--- config.mk ---
export PLATFORM = sky130hd
export DESIGN_NAME = fetch_bundle_queue
export DESIGN_NICKNAME = d
export VERILOG_FILES = /design/src/rtl/fetch_bundle_queue_pkg.sv /design/src/rtl/fetch_bundle_queue_ctrl.sv /design/src/rtl/fetch_bundle_queue.sv
export SDC_FILE = /design/constraint.sdc
export NUM_CORES = 1
export LEC_CHECK = 0
export CAP_MARGIN = 20
export CORE_MARGIN = 2
export CORE_UTILIZATION = 52
export CTS_CLUSTER_SIZE = 12
export DETAILED_ROUTE_END_ITERATION = 12
export GPL_TIMING_DRIVEN = 0
export PLACE_DENSITY_LB_ADDON = 0.25
export SLEW_MARGIN = 30
export SYNTH_ARGS = -nofsm -noshare
export SYNTH_HDL_FRONTEND = slang
export SYNTH_SLANG_ARGS = --single-unit
--- constraint.sdc ---
create_clock -name clk -period 12.8 [get_ports clk]
set_clock_uncertainty 0.15 [all_clocks]
set_input_delay 1.28 -clock clk [delete_from_list [all_inputs] [get_ports clk]]
set_output_delay 1.28 -clock clk [all_outputs]
set_load 0.005 [all_outputs]
--- src/rtl/fetch_bundle_queue_pkg.sv ---
// Shared widths, entry layout and defaults for the fetch-to-decode bundle queue.
// Build option: FETCH_BUNDLE_QUEUE_BYPASS_EN (empty-queue pass-through).
`ifndef SIZE_PC
`define SIZE_PC 32
`endif
`ifndef INSTRUCTION_BUNDLE
`define INSTRUCTION_BUNDLE 128
`endif

package fetch_bundle_queue_pkg;

  localparam int unsigned SIZE_PC_W   = `SIZE_PC;
  localparam int unsigned BUNDLE_W    = `INSTRUCTION_BUNDLE;
  localparam int unsigned FETCH_WIDTH = 4;
  localparam int unsigned DEPTH_DEF   = 4;

  // Packed entry layout, LSB first.
  localparam int unsigned TGT_OFF   = 0;
  localparam int unsigned TGT_W     = FETCH_WIDTH * SIZE_PC_W;
  localparam int unsigned PRED_OFF  = TGT_OFF + TGT_W;
  localparam int unsigned BTB_OFF   = PRED_OFF + FETCH_WIDTH;
  localparam int unsigned RAS_OFF   = BTB_OFF + FETCH_WIDTH;
  localparam int unsigned INSTR_OFF = RAS_OFF + SIZE_PC_W;
  localparam int unsigned PC_OFF    = INSTR_OFF + BUNDLE_W;
  localparam int unsigned ENTRY_W   = PC_OFF + SIZE_PC_W;

endpackage

--- src/rtl/fetch_bundle_queue_ctrl.sv ---
// Pointer/occupancy control for the bundle queue: push/pop qualification, flush.
// Build option: FETCH_BUNDLE_QUEUE_BYPASS_EN.
module fetch_bundle_queue_ctrl
  import fetch_bundle_queue_pkg::*;
#(
  parameter int unsigned DEPTH = DEPTH_DEF,
  parameter int unsigned CNT_W = $clog2(DEPTH + 1),
  parameter int unsigned PTR_W = $clog2(DEPTH)
) (
  input  logic             clk,
  input  logic             reset,
  input  logic             flush,
  input  logic             pushValid,
  input  logic             popReady,
  output logic [PTR_W-1:0] headPtr,
  output logic [PTR_W-1:0] tailPtr,
  output logic [CNT_W-1:0] count,
  output logic             full,
  output logic             empty,
  output logic             push,
  output logic             bypassValid
);

  logic pop;

  assign full  = (count == CNT_W'(DEPTH));
  assign empty = (count == '0);

  // A full queue rejects pushes even when a pop frees a slot this cycle.
  assign pop = ~empty & popReady & ~flush;

`ifdef FETCH_BUNDLE_QUEUE_BYPASS_EN
  assign bypassValid = empty & pushValid & ~flush & reset;
  assign push        = pushValid & ~full & ~flush & ~(bypassValid & popReady);
`else
  assign bypassValid = 1'b0;
  assign push        = pushValid & ~full & ~flush;
`endif

  always_ff @(posedge clk or negedge reset) begin
    if (!reset) begin
      headPtr <= '0;
      tailPtr <= '0;
      count   <= '0;
    end else if (flush) begin
      headPtr <= '0;
      tailPtr <= '0;
      count   <= '0;
    end else begin
      if (pop)  headPtr <= headPtr + PTR_W'(1);
      if (push) tailPtr <= tailPtr + PTR_W'(1);
      case ({push, pop})
        2'b10:   count <= count + CNT_W'(1);
        2'b01:   count <= count - CNT_W'(1);
        default: count <= count;
      endcase
    end
  end

endmodule

--- src/rtl/fetch_bundle_queue.sv ---
// Decoupling FIFO of fetched bundles between FetchStage1 and decode.
// Build option: FETCH_BUNDLE_QUEUE_BYPASS_EN lets an empty queue pass input through.
module fetch_bundle_queue
  import fetch_bundle_queue_pkg::*;
#(
  parameter int unsigned DEPTH = DEPTH_DEF,
  parameter int unsigned CNT_W = $clog2(DEPTH + 1)
) (
  input  logic                   clk,
  input  logic                   reset,
  input  logic                   flush_i,
  input  logic                   valid_i,
  input  logic [SIZE_PC_W-1:0]   pc_i,
  input  logic [BUNDLE_W-1:0]    instructionBundle_i,
  input  logic [SIZE_PC_W-1:0]   addrRAS_CP_i,
  input  logic [FETCH_WIDTH-1:0] btbHit_i,
  input  logic [FETCH_WIDTH-1:0] prediction_i,
  input  logic [TGT_W-1:0]       targetAddr_i,
  input  logic                   ready_i,
  output logic                   stall_o,
  output logic                   valid_o,
  output logic [SIZE_PC_W-1:0]   pc_o,
  output logic [BUNDLE_W-1:0]    instructionBundle_o,
  output logic [SIZE_PC_W-1:0]   addrRAS_CP_o,
  output logic [FETCH_WIDTH-1:0] btbHit_o,
  output logic [FETCH_WIDTH-1:0] prediction_o,
  output logic [TGT_W-1:0]       targetAddr_o,
  output logic [CNT_W-1:0]       count_o
);

  localparam int unsigned PTR_W = $clog2(DEPTH);

  logic [PTR_W-1:0]   headPtr;
  logic [PTR_W-1:0]   tailPtr;
  logic               full;
  logic               empty;
  logic               push;
  logic               bypassValid;
  logic [ENTRY_W-1:0] wrEntry;
  logic [ENTRY_W-1:0] rdEntry;
  logic [ENTRY_W-1:0] mem [DEPTH];

  fetch_bundle_queue_ctrl #(
    .DEPTH (DEPTH),
    .CNT_W (CNT_W),
    .PTR_W (PTR_W)
  ) u_ctrl (
    .clk         (clk),
    .reset       (reset),
    .flush       (flush_i),
    .pushValid   (valid_i),
    .popReady    (ready_i),
    .headPtr     (headPtr),
    .tailPtr     (tailPtr),
    .count       (count_o),
    .full        (full),
    .empty       (empty),
    .push        (push),
    .bypassValid (bypassValid)
  );

  assign wrEntry = {pc_i, instructionBundle_i, addrRAS_CP_i, btbHit_i, prediction_i, targetAddr_i};

  // Storage needs no reset: the output mux zeroes the head fields while empty.
  always_ff @(posedge clk) begin
    if (push) mem[tailPtr] <= wrEntry;
  end

  always_comb begin
    rdEntry = '0;
    if (!empty)          rdEntry = mem[headPtr];
    else if (bypassValid) rdEntry = wrEntry;
  end

  assign stall_o             = full;
  assign valid_o             = ~empty | bypassValid;
  assign pc_o                = rdEntry[PC_OFF    +: SIZE_PC_W];
  assign instructionBundle_o = rdEntry[INSTR_OFF +: BUNDLE_W];
  assign addrRAS_CP_o        = rdEntry[RAS_OFF   +: SIZE_PC_W];
  assign btbHit_o            = rdEntry[BTB_OFF   +: FETCH_WIDTH];
  assign prediction_o        = rdEntry[PRED_OFF  +: FETCH_WIDTH];
  assign targetAddr_o        = rdEntry[TGT_OFF   +: TGT_W];

endmodule

# Word-level counts from Yosys, hierarchy flattened
# Memory sizes are Yosys's and may differ from the RTL's.
# Cells that the tools add are included.
[word_totals]
ff_bits = 7
latch_bits = 0
mem_bits_rw = 1312
romBits = 0
in_bits = 333
output_inout_bits = 333
elab_cells = 31
memories = 1
[memory_table]
columns = ["memory", "depth", "word_bits", "rd", "rd_clocked_by_memory_dff", "wr", "line_no", "text"]
rows = [
  ["mem", 4, 328, 1, 0, 1, "fetch_bundle_queue.sv:41", "logic [ENTRY_W-1:0] mem [DEPTH];"],
]
[classes]
addsub = 4
multipliers = 0
n_div = 0
magnitude_cmp = 0
n_eq_ne = 3
shift = 0
n_mux = 9
bitwise_logic = 7
reduce_logical = 4
[op_table]
columns = ["op", "count"]
rows = [
  ["two-way mux 328 bit", 1],
  ["two-way mux 2 bit", 4],
  ["case mux 3 bit (2 select lines)", 1],
  ["adder 2 x 1 -> 2 bit, second input constant", 2],
  ["AND 1 bit", 4],
  ["nonzero test 2 bit", 2],
  ["adder 3 x 1 -> 3 bit, second input constant", 1],
  ["equality test 3 bit, second input constant", 1],
  ["zero test 3 bit", 1],
  ["two-way mux 3 bit", 1],
  ["NOT 1 bit", 3],
  ["nonzero test 3 bit", 1],
  ["subtractor 3 x 1 -> 3 bit, second input constant", 1],
  ["equality test 2 x 1 -> 1 bit, second input constant", 1],
  ["equality test 2 bit, second input constant", 1],
  ["two-way mux 1 bit", 2],
]

# Longest topological paths before layout
# Gate-level depths: netlist (run 1).
[depth]
depth_word = 7
ltp_mapped = 9
mapped_depth_nobuf = 7

# Cells and area by module
# A second synthesis (run 1) with hierarchy kept.
[hier_totals]
hier_cells = 2909
hier_area_um2 = 54716.2
[by_module_without_submodules]
columns = ["mod", "n_inst", "cells_per_inst", "area_each_um2", "seq_area_each_um2"]
rows = [
  ["fetch_bundle_queue", 1, 2853, 54205.7, 39397.8],
  ["fetch_bundle_queue_ctrl", 1, 56, 510.5, 175.2],
]

# Least setup slack after synthesis (run 1)
# OpenSTA, ideal clock, no wires.
[synth_timing]
path_type = "input to register"
from = "in flush_i"
to = "mem mem[0][0] in the netlist's numbering (enable)"
t_arrival_ns = 9.209
setup_slack_ns = 2.709
stages = 3
path_buffers = 1
cell_sequence = "buf_1 > nor3b_1 > and2_1"
[synth_between]
elab_chain_cells = 4
[synth_rtl]
columns = ["element", "line_no", "text"]
rows = [
  ["start: declaration", "fetch_bundle_queue.sv:11", "input logic flush_i,"],
  ["NOT 1 bit", "fetch_bundle_queue_ctrl.sv:37", "assign push = pushValid & ~full & ~flush;"],
  ["AND 1 bit", "fetch_bundle_queue_ctrl.sv:37", ""],
  ["two-way mux 1 bit", "fetch_bundle_queue.sv:66", "if (push) mem[tailPtr] <= wrEntry;"],
  ["two-way mux 1 bit (implied by the code)", "fetch_bundle_queue.sv:66", ""],
  ["end: declaration", "fetch_bundle_queue.sv:41", ""],
]
# No other way between the ends.

# Worst setup path in the final report (run 1)
[layout_timing]
from = "reg u_ctrl.count[1]"
to = "out instructionBundle_o[33]"
[layout_between]
elab_chain_cells = 2
[layout_rtl]
columns = ["element", "line_no", "text"]
rows = [
  ["start: declaration", "fetch_bundle_queue_ctrl.sv:17", "output logic [CNT_W-1:0] count,"],
  ["start signal: assignment", "fetch_bundle_queue_ctrl.sv:53", "2'b10: count <= count + CNT_W'(1);"],
  ["start signal: assignment", "fetch_bundle_queue_ctrl.sv:54", "2'b01: count <= count - CNT_W'(1);"],
  ["start signal: assignment", "fetch_bundle_queue_ctrl.sv:55", "default: count <= count;"],
  ["zero test 3 bit", "fetch_bundle_queue_ctrl.sv:27", "assign empty = (count == '0);"],
  ["two-way mux 328 bit", "fetch_bundle_queue.sv:71", "if (!empty) rdEntry = mem[headPtr];"],
  ["end: declaration", "fetch_bundle_queue.sv:23", "output logic [BUNDLE_W-1:0] instructionBundle_o,"],
]
# No other way between the ends.

==> results of run 1 <==
==> state kept, by name, summed over array words and instances (netlist names) <==
signal / flops
mem: 1312
u_ctrl.count: 3
u_ctrl.headPtr: 2
u_ctrl.tailPtr: 2
==> worst reg2reg max path, delay by kind of cell, from the launching register on <==
kind                   cells  cell delay [ns]
flip-flops                 1             0.40
AND/OR/NAND/NOR            3             1.15
buffers and inverters      5             1.32
==> path summary, 6_finish.rpt <==
check | slack (ns) | to | start | depth (start not counted)
min | 0.49 | u_ctrl.tailPtr[1] | u_ctrl.tailPtr[1] | 2
min in group asynchronous | 0.68 | u_ctrl.headPtr[1] | reset | 1
max | 7.73 | instructionBundle_o[33] | u_ctrl.count[1] | 7
max in group asynchronous | 11.56 | u_ctrl.count[0] | reset | 1
min reg2reg | 0.49 | u_ctrl.tailPtr[1] | u_ctrl.tailPtr[1] | 2
max reg2reg | 9.41 | mem[3][184] | u_ctrl.count[1] | 8
==> cell usage after synthesis (all sizes together), types with 2 or more instances <==
cell type	count	area share, %
xor2	3	0.052
dfrtp	7	0.35
nand2	6	0.045
a2111oi	2	0.035
edfxtp	1312	79
ha	4	0.10
inv	3	0.022
nor2	7	0.052
buf	77	1.2
and2	332	4.1
o22ai	2	0.025
nand3	3	0.030
a21oi	3	0.030
nand2b	3	0.037
clkbuf	39	0.29
o21ai	2	0.020
nor3b	4	0.060
mux4	328	15
==> power groups by stage <==
stage	Sequential, mW	Combinational [mW]	Clock [mW]
final	4.94	1.53	3.61
after global routing	4.95	1.63	3.84
after CTS	4.94	1.56	3.69
after detailed placement	5.03	1.55	0
after global placement	5.12	1.50	0
after floorplan	5.07	0.720	0
==> logic make-up after synthesis <==
logic type                 share of synthesized area, %
adders and majority gates                         0.140
AOI/OAI and AO/OA                                 0.170
and+or+nand+nor                                    4.39
xor gates and xnor gates                         0.0699
DFF                                                78.9
muxes                                              14.8
buffers and inverters                              1.54
==> metrics by stage <==
step	power [mW]	instance area, um^2	hold slack [ns]	TNS (ns)	setup WS (ns)
after global placement	6.62	58400	0.422	-4992.72	-3.85
final	10.1	63300	0.494	0	7.73
after floorplan	5.79	50100	0.392	0	2.71
after detailed placement	6.57	59200	0.475	0	8.06
after CTS	10.2	63200	0.489	0	7.62
after global routing	10.4	63300	0.519	0	7.51
==> cell type report <==
type	count	area, um^2
multi-input cells	708	9800
clock inverters	40	288
well taps	1265	1580
inverters	3	11.3
fillers	6095	32000
flip-flops and latches	1319	39600
clock buffers	171	3730
plain buffers	116	764
diodes	25	62.6
repair buffers	700	7500
==> cells in the final DEF, fill, tap and decap left out, drive strengths merged, types with 3 or more instances in the layout <==
master,instances
dfrtp,7
mux4,328
a21oi,3
edfxtp,1312
ha,4
and2,332
clkinv,35
nor2,7
nand3,3
clkdlybuf4s50,664
inv,5
nand2b,3
buf,113
nor3b,4
xor2,3
diode,25
clkbuf,210
nand2,6
==> per-layer routing <==
layer	vias to the layer above	share of wire (%)	routed length, um	global-route usage, %
met1	12700	36	40300	26.7
met3	263	9.2	10400	8.60
met4	50	3.6	4090	10.2
li1	10500	-	-	-
met5	-	0.29	325	0
met2	888	51	58200	38.0
==> run summary, run 1 <==
The core occupancy in the finished layout came out at between 60% and 70%. The internal portion of the total power is roughly 7.8 mW. The cell area after synthesis is 50100 um^2. The via total after detailed routing is 24400. The share of total power dissipated in sequential elements is 49.0%. The number of top-level pins is 666. The net count after synthesis came out at 2484. The largest net degree at the start of global routing came out at 42. The number of antenna violations at the first check in global routing came out at 51. The net count of the finished layout is 3323.

The detail route stage leaves a number of antenna-violating nets equal to 0. The power density over the cells came out at 159 nW/um^2. The final-report hold violation count is 0. The residual overflow from global routing is 0.

Of the synthesized area, sequential elements account for 78.9%. The largest single stage delay on the critical path is 0.57 ns. The deepest level of the CTS H-tree is 4.

The post-synthesis average cell area is 23.4 um^2. The post-detailed-route DRC marker count is 0. The data arrival time of the critical path came out at between 3 and 4 ns.

The total setup violations reported at the end of the flow came out at 0. The die area came out at 98900 um^2. The clock input transition at the sequential cells of the worst setup and hold paths is 0.06 ns. The number of global-route vias before repair came to 26000. The number of clock sinks seen by CTS came out at 1319.

The tree is rooted in a sky130_fd_sc_hd__clkbuf_16. The overall fraction of global-route tracks in use came out at 22.9%. The share of synthesized registers carrying an async set or reset came out at less than 1%.

The tool flagged a number of max-cap violations equal to 0. The count of final max-slew check failures is 0. The number of cells in the finished layout apart from fillers came out at 4347. The number of placed instances with taps included came out at 4111.

The count of flip-flops with a built-in enable after synthesis is 1312. The cts-stage hold buffer count is 0. The area added between synthesis and finish came out at 26.3%. The floorplan step defined a core boundary enclosing 95300 um^2. At the pin with the least slew margin, the transition time is about 0.94 ns. The most frequently used flop master after synthesis is sky130_fd_sc_hd__edfxtp_1. Measured along the x axis, the die boundary spans between 300 and 400 um. The number of synthesized register bits came out at 1319.

The count of buffers added by post-CTS timing repair for setup is 0. The detailed-placement wirelength estimate came out at ~76000 um. IR analysis of the VDD net gives a maximum drop of 0.127 mV. The net switching power figure is 2.23 mW. The cell occurring most often along the worst timing path is sky130_fd_sc_hd__buf_2. Setup repair after global routing left no endpoint under its margin.

Synthesis produced a netlist whose cell count is 2146. The synthesis warning total came out at 0. The count of unique library cells instantiated by Yosys came out at 31.

Net switching is 22.2% of the power. The standby leakage power is ~20 nW. The number of port buffers is 664. The buffer depth of the longest clock path came out at 3. The type of element capturing the critical path is a primary output.

The number of vias per cell came out at 5.61. The weighted congestion reported at the end of routability-driven placement came out at roughly 0.8. The dominant delay contributor by cell family on the critical path is buffers and inverters. Data on the critical path is required at its endpoint by approximately 11 ns. The starting density of the core came out at between 50% and 60%.

TritonCTS built the clock tree. The post-route fraction of the period consumed by the critical path came out at 39.6%. In this run the tightest slew margin relative to its limit is 37.5%. The tightest min-delay check is of the register to register type. The part of the power in combinational logic came out at between 15 and 20%. Timing would allow up to 197 MHz. The floorplan has 113 rows. The average detailed-routed wire length per instance came out at 26.1 um. STA classifies the critical path startpoint as a register. The TritonCTS buffer count came out at 137. The post-cts repair resize count is 0.

The final layout contains routed wiring with a total length of about 110000 um. From bottom edge to top edge, the die measures 315 um. The ratio of cells with drive above 1 in the final layout came out at 19.8%. The type of the worst setup path is register to primary output.

The clock share of power came out at 35.8%. The number of DRC markers in iteration 0 came out at 1842. The largest fanout on the critical path came out at 10. The first detailed-routing pass ran for 7 iterations. The first global-routing pass estimated 165000 um of wire. The worst path in the final design needs a cycle of 5.07 ns, including I/O delays and setup. The run finished with clean final reports. Walking the worst path, the cells encountered are buf_2, or3_1, buf_2, buf_2, clkbuf_1, and2_1, clkdlybuf4s50_1. For this design, the slowest cell found on the critical path is sky130_fd_sc_hd__clkdlybuf4s50_1.

The clock latency reported for the late side of the worst-skew pair came out at between 0.7 and 0.8 ns. Counting both buffers and inverters, the worst setup path holds a total of 5.
Note: power is estimated with default switching activity, not from simulation.
==> inputs of run 2 (changes only) <==
==> constraint.sdc (replaced) <==
create_clock -name clk -period 4.71 [get_ports clk]
set_clock_uncertainty 0.15 [all_clocks]
set_input_delay 0.471 -clock clk [delete_from_list [all_inputs] [get_ports clk]]
set_output_delay 0.471 -clock clk [all_outputs]
set_load 0.005 [all_outputs]
==> run summary, run 2 (synthesis results as in run 1) <==
The number of antenna violations at the first check in global routing came out at 28 (was 51). The clock latency reported for the late side of the worst-skew pair is 0.74 ns (was 0.73 ns). Leading registers by flop count: mem x1312, u_ctrl.count x3 (unchanged).

The detailed-placement wirelength estimate is 75400 um (was 76300 um). The standard cell core area is 95300 um^2 (unchanged). The post-cts repair resize count is 0 (unchanged).

The average detailed-routed wire length per instance was 26.0 um (was 26.1 um). The die area came to 98900 um^2 (unchanged). The clock share of power came out at 35.8% (about the same). The final-report hold violation count is 0 (unchanged). The TritonCTS buffer count is 138 (was 137). The number of top-level pins is 666 (unchanged). The critical path launch point was u_ctrl.count[1] (unchanged). The capturing point of the worst reg2reg path is mem[0][146] (was mem[3][184]).

The post-detailed-route DRC marker count came out at 0 (unchanged). The required time at the worst-slack endpoint came out at 4.09 ns (was 11.37 ns). The net switching power figure is 6.08 mW (was 2.23 mW). The overall routed net length came out at 113000 um (about the same). The buffer depth of the longest clock path came to 3 (unchanged). The weighted congestion reported at the end of routability-driven placement came out at 0.805 (was 0.799). The via total after detailed routing was 24500 (was 24400). Outcome: complete, no violations (unchanged).

The ratio of cells with drive above 1 in the final layout is 19.7% (was 19.8%). The minimum period implied by the final worst setup slack is 4.45 ns. Commonest non-fill, non-tap cells in the layout: sky130_fd_sc_hd__edfxtp_1, sky130_fd_sc_hd__clkdlybuf4s50_1, sky130_fd_sc_hd__mux4_2, sky130_fd_sc_hd__and2_1, sky130_fd_sc_hd__clkbuf_16 (unchanged). The number of global-route vias before repair was 26100 (was 26000). The classification of the worst-slack hold path is input pin to register (was register to register).

The part of the power in combinational logic is 15.2% (about the same). The count of final max-slew check failures was 0 (unchanged). The final net count came out at 3325 (was 3323). The iteration count of the initial detailed-routing pass is 7 (unchanged). The internal portion of total power is 21.3 mW (was 7.84 mW). The row count came out at 113 (unchanged).

The leading cell type in the layout, fill and taps excluded is sky130_fd_sc_hd__edfxtp_1 (unchanged). The residual overflow from global routing is 0 (unchanged). The buffer cell driving the clock tree root is sky130_fd_sc_hd__clkbuf_16 (unchanged). The end of the critical path is instructionBundle_o[22] (was instructionBundle_o[33]). The deepest level of the CTS H-tree was 4 (unchanged). The clock input transition at the sequential cells of the worst setup and hold paths is 0.06 ns (about the same). The overall fraction of global-route tracks in use came to 22.9% (about the same).

The number of cells in the finished layout apart from fillers came out at 4354 (was 4347). The register with the highest flop count was mem (unchanged). The length in cells of the worst reg-to-reg path is 8 (unchanged). The die span in y is 315 um (unchanged). The type of the worst setup path is register to primary output (unchanged). The die span in x is 315 um (unchanged).

The clock tree from TritonCTS is built (unchanged). The worst slew margin relative to its limit is 39.6% (was 37.5%). Setup repair after global routing missed its margin: false (unchanged). The number of vias per cell came to 5.63 (was 5.61).

The number of DRC markers in iteration 0 is 1938 (was 1842). The worst reg2reg path startpoint is u_ctrl.count[1] (unchanged). The largest fanout on the critical path is 10 (unchanged).

The actual slew at the worst max-slew pin is 0.906 ns (was 0.937 ns). The number of clock sinks seen by CTS came out at 1319 (unchanged). The upper clock frequency limit came out at ~220 MHz. The number of port buffers came to 664 (unchanged). The switching power as a share of total power is 22.2% (about the same). The number of max-cap violations came to 0 (unchanged). The total setup violations reported at the end of the flow came out at 0 (unchanged). The number of nets with antenna violations after detailed routing was 0 (unchanged). The starting density of the core is 52.6% (unchanged). Dividing the final minimum period by the clock period gives 94.5%. The overall power after layout came out at 27.4 mW (was 10.1 mW). The global-route wire length before repair came out at 166000 um (was 165000 um). The area added between synthesis and finish came to 26.2% (was 26.3%).

The flip-flop count of the largest register after layout came to 1312 (unchanged). The element type at the critical path start is a register (unchanged). The standby leakage power is 20.0 nW (about the same).

The number of placed instances with taps included is 4110 (was 4111). The power density over the cells is 433 nW/um^2 (was 159 nW/um^2). The worst-case register-to-register setup slack came out at 1.33 ns (was 9.41 ns).

The peak supply drop is 0.503 mV (was 0.127 mV). The data arrival time of the critical path came out at 3.83 ns (was 3.64 ns). The part of the total power dissipated in sequential elements is 49.0% (about the same). The largest net degree at the start of global routing is 42 (unchanged). The type of element capturing the critical path is a primary output (unchanged).
run 2: layout make-up:
| class | count | area [um^2] |
|---|---|---|
| repair buffers | 701 | 7490 |
| clock buffers | 190 | 3790 |
| diodes | 14 | 35.0 |
| flip-flops and latches | 1319 | 39600 |
| plain buffers | 116 | 764 |
| clock inverters | 38 | 245 |
| multi-input cells | 708 | 9800 |
| inverters | 3 | 11.3 |
| fillers | 6119 | 32000 |
| well taps | 1265 | 1580 |
run 2: power by group through the flow:
stage / Combinational (mW) / Sequential (mW) / Clock (mW)
floorplan: 1.96 / 13.7 / 0
global route: 4.44 / 13.4 / 10.4
detailed placement: 4.19 / 13.7 / 0
finish: 4.15 / 13.4 / 9.81
CTS: 4.23 / 13.4 / 10.0
global placement: 4.07 / 13.8 / 0
run 2: worst min path at each step:
stage	from	end	slack [ns]	cells after the start
detailed placement	u_ctrl.tailPtr[1]	u_ctrl.tailPtr[1]	0.46	2
floorplan	reset	u_ctrl.count[0]	0.03	0
global placement	u_ctrl.tailPtr[1]	u_ctrl.tailPtr[1]	0.41	2
global route	targetAddr_i[40]	mem[0][40]	0.18	1
finish	instructionBundle_i[114]	mem[1][282]	0.21	1
CTS	targetAddr_i[26]	mem[2][26]	0.16	1
run 2: stage by stage:
| stage | cell area [um^2] | TNS [ns] | utilization (%) | setup WS (ns) | hold slack (ns) |
|---|---|---|---|---|---|
| 6_report | 63300 | 0 | 66.4 | 0.258 | 0.211 |
| 5_1_grt | 63300 | 0 | 66.4 | 0.0322 | 0.184 |
| 4_1_cts | 63300 | 0 | 66.4 | 0.0730 | 0.157 |
| 3_5_place_dp | 59200 | 0 | 62.1 | 0.766 | 0.459 |
| 3_3_place_gp | 58400 | -5997.96 | 61.3 | -4.63 | 0.412 |
| 2_1_floorplan | 50100 | -1163.15 | - | -0.887 | 0.0254 |
run 2: what timing repair did:
| action | in CTS | in global routing |
|---|---|---|
| buffers inserted | 0 | 0 |
| hold buffers | 2 | 0 |
| hold endpoints to repair | 12 | 0 |
run 2: per-layer routing:
layer  wire length [um]  GRT usage [%]
met5                184              0
met4               3360           8.10
met3               9100           7.05
met2              59200           39.0
met1              41400           27.9
run 2: critical path: stages, from the launching register on:
cell and delay, ns:
sky130_fd_sc_hd__dfrtp_1 0.41, sky130_fd_sc_hd__buf_2 0.23, sky130_fd_sc_hd__or3_1 0.12, sky130_fd_sc_hd__buf_2 0.26, sky130_fd_sc_hd__buf_2 0.51, sky130_fd_sc_hd__clkbuf_1 0.57
sky130_fd_sc_hd__and2_1 0.23, sky130_fd_sc_hd__clkdlybuf4s50_1 0.70
